File: config.mk
export PLATFORM = sky130hd
export DESIGN_NAME = hs_tx_arbiter
export DESIGN_NICKNAME = d
export VERILOG_FILES = /design/src/rtl/hs_arb_pkg.sv /design/src/rtl/hs_rr_pick.sv /design/src/rtl/hs_tx_arbiter.sv
export SDC_FILE = /design/constraint.sdc
export NUM_CORES = 1
export LEC_CHECK = 0
export ABC_CLOCK_PERIOD_IN_PS = 4390
export CAP_MARGIN = 40
export CORE_UTILIZATION = 40
export DETAILED_ROUTE_END_ITERATION = 10
export GPL_ROUTABILITY_DRIVEN = 1
export PLACE_DENSITY = 0.72
export SETUP_SLACK_MARGIN = 0.5
export SLEW_MARGIN = 20
export SYNTH_ARGS = -nofsm -noshare
export SYNTH_HDL_FRONTEND = slang
export SYNTH_SLANG_ARGS = --single-unit
File: constraint.sdc
create_clock -name clk_a -period 4.39 [get_ports clk_a]
set_clock_uncertainty 0.05 [all_clocks]
set_input_delay 0.878 -clock clk_a [delete_from_list [all_inputs] [get_ports clk_a]]
set_output_delay 0.878 -clock clk_a [all_outputs]
set_load 0.02 [all_outputs]
File: src/rtl/hs_arb_pkg.sv
// Shared types and width helpers for the hs_tx_arbiter slice.
package hs_arb_pkg;

    typedef enum logic [1:0] {
        IDLE    = 2'd0,
        SETUP   = 2'd1,
        REQ     = 2'd2,
        RELEASE = 2'd3
    } hs_state_e;

    localparam int NREQ_DEF    = 4;
    localparam int DW_DEF      = 4;
    localparam int TIMEOUT_DEF = 255;

    // Index width for a vector of n entries; never below 1 bit.
    function automatic int idx_w(input int n);
        return (n > 1) ? $clog2(n) : 1;
    endfunction

endpackage

File: src/rtl/hs_rr_pick.sv
// Combinational round-robin picker: first set bit of eligible at or above ptr, wrapping.
module hs_rr_pick
    import hs_arb_pkg::*;
#(
    parameter int N  = NREQ_DEF,
    parameter int IW = idx_w(N)
) (
    input  logic [N-1:0]  eligible,
    input  logic [IW-1:0] ptr,
    output logic [IW-1:0] winner,
    output logic          found
);

    logic [IW:0] sum;

    // Scan offsets from far to near so the nearest eligible index wins last.
    always_comb begin
        winner = '0;
        found  = 1'b0;
        sum    = '0;
        for (int k = N - 1; k >= 0; k--) begin
            sum = {1'b0, ptr} + (IW + 1)'(k);
            if (sum >= (IW + 1)'(N)) begin
                sum = sum - (IW + 1)'(N);
            end
            if (eligible[sum[IW-1:0]]) begin
                winner = sum[IW-1:0];
                found  = 1'b1;
            end
        end
    end

endmodule

File: src/rtl/hs_tx_arbiter.sv
// Round-robin arbiter and four-phase req/ack sequencer sharing one cross-clock link.
// Define HS_ARB_TIMEOUT_EN to add the REQ-state watchdog driving timeout_err.
//
// state   | meaning
// IDLE    | waiting for an eligible requester with synchronized ack low
// SETUP   | data registered, one cycle of setup before req rises
// REQ     | data_req high, waiting for synchronized ack high
// RELEASE | data_req low, waiting for synchronized ack low, then src_done
module hs_tx_arbiter
    import hs_arb_pkg::*;
#(
    parameter int NREQ    = NREQ_DEF,
    parameter int DW      = DW_DEF,
    parameter int TIMEOUT = TIMEOUT_DEF,
    localparam int IW     = idx_w(NREQ)
) (
    input  logic                 clk_a,
    input  logic                 rst_n,
    input  logic [NREQ-1:0]      src_valid,
    input  logic [NREQ*DW-1:0]   src_data,
    output logic [NREQ-1:0]      src_done,
    input  logic                 data_ack,
    output logic [DW-1:0]        data,
    output logic                 data_req,
    output logic                 busy,
    output logic [IW-1:0]        grant_id,
    output logic                 timeout_err
);

    if (TIMEOUT < 1) begin : g_bad_timeout
        $error("hs_tx_arbiter: TIMEOUT must be at least 1");
    end

    hs_state_e       state;
    logic [IW-1:0]   ptr;
    logic            ack_m;
    logic            ack_s;
    logic [NREQ-1:0] eligible;
    logic [IW-1:0]   winner;
    logic            found;
    logic [DW-1:0]   src_arr [NREQ];

    for (genvar i = 0; i < NREQ; i++) begin : g_split
        assign src_arr[i] = src_data[i*DW +: DW];
    end

    always_ff @(posedge clk_a or negedge rst_n) begin
        if (!rst_n) begin
            ack_m <= 1'b0;
            ack_s <= 1'b0;
        end else begin
            ack_m <= data_ack;
            ack_s <= ack_m;
        end
    end

    // The requester pulsing done this cycle must not win again on the same edge.
    assign eligible = src_valid & ~src_done;

    hs_rr_pick #(.N(NREQ), .IW(IW)) u_pick (
        .eligible (eligible),
        .ptr      (ptr),
        .winner   (winner),
        .found    (found)
    );

`ifdef HS_ARB_TIMEOUT_EN
    localparam int TW = idx_w(TIMEOUT);
    localparam logic [TW-1:0] TMO_LAST = TW'(TIMEOUT - 1);

    logic [TW-1:0] tmo_cnt;
    logic          tmo_hit;

    assign tmo_hit = (state == REQ) && !ack_s && (tmo_cnt == TMO_LAST);

    always_ff @(posedge clk_a or negedge rst_n) begin
        if (!rst_n) begin
            tmo_cnt     <= '0;
            timeout_err <= 1'b0;
        end else begin
            timeout_err <= tmo_hit;
            tmo_cnt     <= (state == REQ) ? tmo_cnt + 1'b1 : '0;
        end
    end
`else
    assign timeout_err = 1'b0;
`endif

    always_ff @(posedge clk_a or negedge rst_n) begin
        if (!rst_n) begin
            state    <= IDLE;
            data     <= '0;
            data_req <= 1'b0;
            src_done <= '0;
            busy     <= 1'b0;
            grant_id <= '0;
            ptr      <= '0;
        end else begin
            src_done <= '0;
            case (state)
                IDLE: begin
                    if (!ack_s && found) begin
                        data     <= src_arr[winner];
                        grant_id <= winner;
                        busy     <= 1'b1;
                        state    <= SETUP;
                    end
                end
                SETUP: begin
                    data_req <= 1'b1;
                    state    <= REQ;
                end
                REQ: begin
                    if (ack_s) begin
                        data_req <= 1'b0;
                        state    <= RELEASE;
                    end
`ifdef HS_ARB_TIMEOUT_EN
                    else if (tmo_hit) begin
                        data_req <= 1'b0;
                        state    <= RELEASE;
                    end
`endif
                end
                RELEASE: begin
                    if (!ack_s) begin
                        src_done[grant_id] <= 1'b1;
                        ptr   <= (grant_id == IW'(NREQ - 1)) ? '0 : grant_id + 1'b1;
                        busy  <= 1'b0;
                        state <= IDLE;
                    end
                end
                default: state <= IDLE;
            endcase
        end
    end

endmodule

Word level (Yosys, flattened, before mapping):

Index checks and enable logic that the tools add are counted.

* flip-flop bits (word level): 18
* input port bits: 23
* bits in writable memories: 0
* ROM bits: 0
* word-level logic and storage cells: 87
* bits in latches: 0
* memories: 0

* div/mod/pow operators: 0
* $lt $le $gt $ge: 11
* multipliers: 0
* shift operators: 0
* reductions and logical operators: 11
* add/sub/neg operators: 8
* muxes and demuxes: 37
* bitwise gates (word level): 4
* equal/unequal tests: 7

Operators with widths (number)
* $mux W2: 12
* $mux W4: 4
* $lt A2 B3 Y1 const B: 5
* $ge A3 B3 Y1 const B: 4
* $mux W1: 12
* $bmux W1 S2: 4
* $bmux W4 S2: 1
* $pmux W2 S4: 1
* $sub A2 B1 Y2 const B: 4
* $add A2 B2 Y3 const B: 2
* $eq A2 B2 Y1 const B: 3
* $ne A2 B2 Y1 const B: 3
* $reduce_and A2 Y1: 3
* $reduce_and A3 Y1: 2
* $and A4 B4 Y4: 1
* $not A4 Y4: 1
* $pmux W1 S2: 2
* $reduce_bool A2 Y1: 2
* $add A2 B1 Y3 const B: 1
* $ge A2 B3 Y1 const B: 1
* $not A2 Y3: 1
* $add A2 B1 Y2 const B: 1
* $demux W1 S2: 1
* $eq A2 B1 Y1 const B: 1
* other kinds (5): 6

Depth between registers and ports, before layout:

* depth after elaboration: 13
* gate-level depth with buffers: 6

Cells and area by module:

Synthesis repeated with hierarchy kept, for this count alone.

* cells, all modules: 83
* area total of the unflattened synthesis: 1023.5 um2

By module, submodules not included
* hs_tx_arbiter: sequential area each 450.4 um2, area an instance 945.9 um2, cells each 70, instances 1
* hs_rr_pick: sequential area each 0.0 um2, area an instance 77.6 um2, cells each 13, instances 1

Worst setup path after synthesis:

OpenSTA, ideal clock, no wires.

* kind: input to register
* start: input src_valid[3]
* end: register data[0]
* setup time: 90 ps
* stages on the path: 6
* arrival time: 2038 ps
* buffers on the path: 1
* setup slack: 2212 ps
* required time: 4250 ps
* path through: nor2b_2 -> a2111oi_2 -> or3b_1 -> buf_6 -> or2_4 -> o221ai_1

* longest elaborated chain between the ends: 11

Ends and longest elaborated chain
* from (decl): RTL line hs_tx_arbiter.sv:19 `input logic [NREQ-1:0] src_valid,`
* $and A4 B4 Y4 *: RTL line hs_tx_arbiter.sv:58 `assign eligible = src_valid & ~src_done;`
* $bmux W1 S2: RTL line hs_rr_pick.sv:26 `if (eligible[sum[IW-1:0]]) begin`
* $mux W1 (implied by the code): RTL line hs_rr_pick.sv:26
* $mux W2 (4 in a row): RTL line hs_rr_pick.sv:26
* $not A2 Y3 (implied by the code): RTL line hs_tx_arbiter.sv:103 `data <= src_arr[winner];`
* $bmux W4 S2: RTL line hs_tx_arbiter.sv:103
* $mux W4 (implied by the code) (2 in a row): RTL line hs_tx_arbiter.sv:103
* to (signal assigned): RTL line hs_tx_arbiter.sv:103
* to (decl): RTL line hs_tx_arbiter.sv:23 `output logic [DW-1:0] data,`

Mark *: on every way between the ends. The rest lies on a longest branch, timed or not. The select of a mux whose other input is x is not followed.
A chain may end at the register's enable or synchronous reset.

Worst setup path in the final report:

* start: input src_valid[2]
* end: register data[1]

Same word-level chain as after synthesis.

==> results.md <==
* Status: complete, no violations
* Post-cts resize count at 0
* RSZ-0062 raised after global routing: false
* Synth area leaders: dfrtp_1 43%, ha_1 9.6%, mux2i_1 7.7%
* Final setup fails at 0
* Clk_lat worst skew at a little under 300 ps
* Synth Net Count at 126
* Filler Cell Count at 212
* Number of flops mapped to enable cells by yosys at 0
* Routed len/inst at around 14 um
* Share of cells above drive strength 1 at a little under an eighth
* Fin. max-slew vios at 0
* DP Worst Slack at roughly 1600 ps
* Max-Cap Viols at 0
* GR peak layer: met2
* Sequential cell area at approximately 450 um^2
* Leakage at ~0.00064 uW
* Mapped cell area at between 0.001 and 0.0015 mm^2
* PD cells at about 540 mW/mm^2
* GRT met3 Usage at under 10%
* Post-synthesis cell count at 95
* GR Util met2 at a little under a third
* IO buf count at 34
* Root buffer cell: clkbuf_4
* Top FF cell, synth: dfrtp_1
* Total CTS buffers at 3
* Post-CTS setup buffer count at 0
* Met1 Usage GRT at 22.1%
* Global-route wire length before repair at 3580 um
* Initial antenna violation count at 0
* Vias/cell at roughly 5.3
* Post-DRT Antenna Nets at 0
* Startpoint types: input pin
* Initial Util at a little over two fifths
* Sequential area share after synthesis at 43.2%
* F_max at approximately 390 MHz
* Hold Vio Cnt, Final at 0
* All-Layer GR Usage at 17.9%
* Crit path DAT at roughly 2700 ps
* Drt pass-1 iters at 4
* Die area at roughly 0.0028 mm^2
* Most frequent cells in the layout: 34 x clkdlybuf4s50_1, 18 x dfrtp_1, 8 x mux2i_1, 8 x ha_1
* Largest net degree at the start of global routing at 19
* Die Wd at about 53 um
* # IOs at 36
* Vias at around 850
* Synth area leader: dfrtp_1
* Vias in the first global route at 805
* H-tree levels at 1
* Clk sinks at 18
* Diodes inserted at 0
* Chip height at about 53 um
* Max IR drop VDD at around 0.0003 V
* Clock buffer depth at 2
* Hold slack at between 300 and 400 ps
* Detailed router's first-iteration violation count at 17
* DR DRC count at 0
* Final #Nets at approximately 160
* Multi-input gate area at between 500 and 600 um^2
* Ys Warns at 0
* Minimum clock period at around 2500 ps
* Setup CP Type: in -> reg
* Leading cell type in the layout, fill and taps excluded: clkdlybuf4s50_1
* Average cell area after synthesis at between 10 and 15 um^2
* Crit path max fanout at 10
* Detailed Place HPWL at roughly 1800 um
* Least-Margin Pin Slew at ~570 ps
* # rows at 18
* DRT Wirelength at 2270 um
* Final cell area excluding filler cells at 0.00145 mm^2
* Placed cell area at 0.00140 mm^2
* Worst hold path class: reg -> reg
* Max-slew headroom at ~62%
* CTS clk-pin slew, worst paths at 100 ps
* CP required at approximately 4500 ps
* CTS tree: built
* Setup crit end kind: flop
* Count of cell types in the netlist at 30
* # hold bufs at CTS at 0
* Ys async rst share at 100%
* #FFs+latches synth at 18
* Fin worst setup slack at approximately 1900 ps
* Period utilization at between 50 and 60%
* Synth-to-Final Area Change at 39.3%
* TNS Setup at 0 ps
* Yosys top cell area share at between 40% and 50%
* Gpl congestion at between 0.7 and 0.8
* Overflow after GRT at 0
* Core Area at ~0.0025 mm^2
-- critical path, stage by stage --
cell             delay (ps)
clkdlybuf4s50_1         410
nor2b_4                 140
a2111oi_2               480
or3b_1                  370
nand2b_1                230
o221ai_1                130
-- stage by stage --
stage | power [uW] | utilization, % | cells
finish | 792 | 58.7 | 162
global route | 847 | 58.7 | 162
CTS | 794 | 58.1 | 161
detailed placement | 693 | 56.6 | 157
global placement | 670 | 56.6 | 157
floorplan | 534 | - | 95
-- final cells by class --
type | count | area share [%]
clock buffer | 4 | 2.50
tap | 30 | 2.58
multi-input combinational | 68 | 37.7
inverter | 7 | 1.81
sequential | 18 | 31.0
timing repair buffer | 35 | 24.4
-- routing by layer --
layer / wire (um) / vias up
li1: - / 411
met1: 1030 / 420
met4: 27 / 0
met2: 1150 / 17
met3: 65 / 4
met5: 0 / -
-- cell families (layout without fill, tap and decap cells) --
group,count (synthesis),in the layout,synth area share [%]
mux,12,12,12.0
flops,18,18,43.2
fa+ha+maj,8,8,9.59
buf+inv,9,46,4.32
simple gates,28,28,16.9
compound gates,19,19,13.7
other cells,1,1,0.359
-- state kept, by name, indices dropped and copies added (netlist names) --
signal	cells
ack_s	1
ptr	2
src_done	4
data	4
grant_id	2
data_req	1
ack_m	1
state	2
busy	1
-- worst paths after layout --
path / start / end / slack (ps) / cells past startpoint
min in group asynchronous: rst_n / src_done[2]$_DFF_PN0_ / 710 / 1
worst max-delay path: src_valid[2] / data[1]$_DFFE_PN0P_ / 1850 / 6
worst min-delay path: ack_m$_DFF_PN0_ / ack_s$_DFF_PN0_ / 310 / 0
max in group asynchronous: rst_n / busy$_DFFE_PN0P_ / 3230 / 2
worst max register to register: state[0]$_DFFE_PN0P_ / data[1]$_DFFE_PN0P_ / 2380 / 5
worst min register to register: ack_m$_DFF_PN0_ / ack_s$_DFF_PN0_ / 310 / 0
-- Yosys cell counts (all sizes together) (2+ instances only) --
cell,instances
buf,2
ha,8
dfrtp,18
and2,4
mux2i,8
o21ai,3
nand2,7
nor2,4
o221ai,6
a21oi,4
nor2b,4
nor3b,3
mux2,4
inv,7
nand2b,2
-- power by group --
part | internal (uW) | switching (uW)
Sequential | 225 | 57.2
Clock | 50.5 | 51.6
Combinational | 204 | 204
Total | 479 | 313
Note: power is estimated with default switching activity, not from simulation.
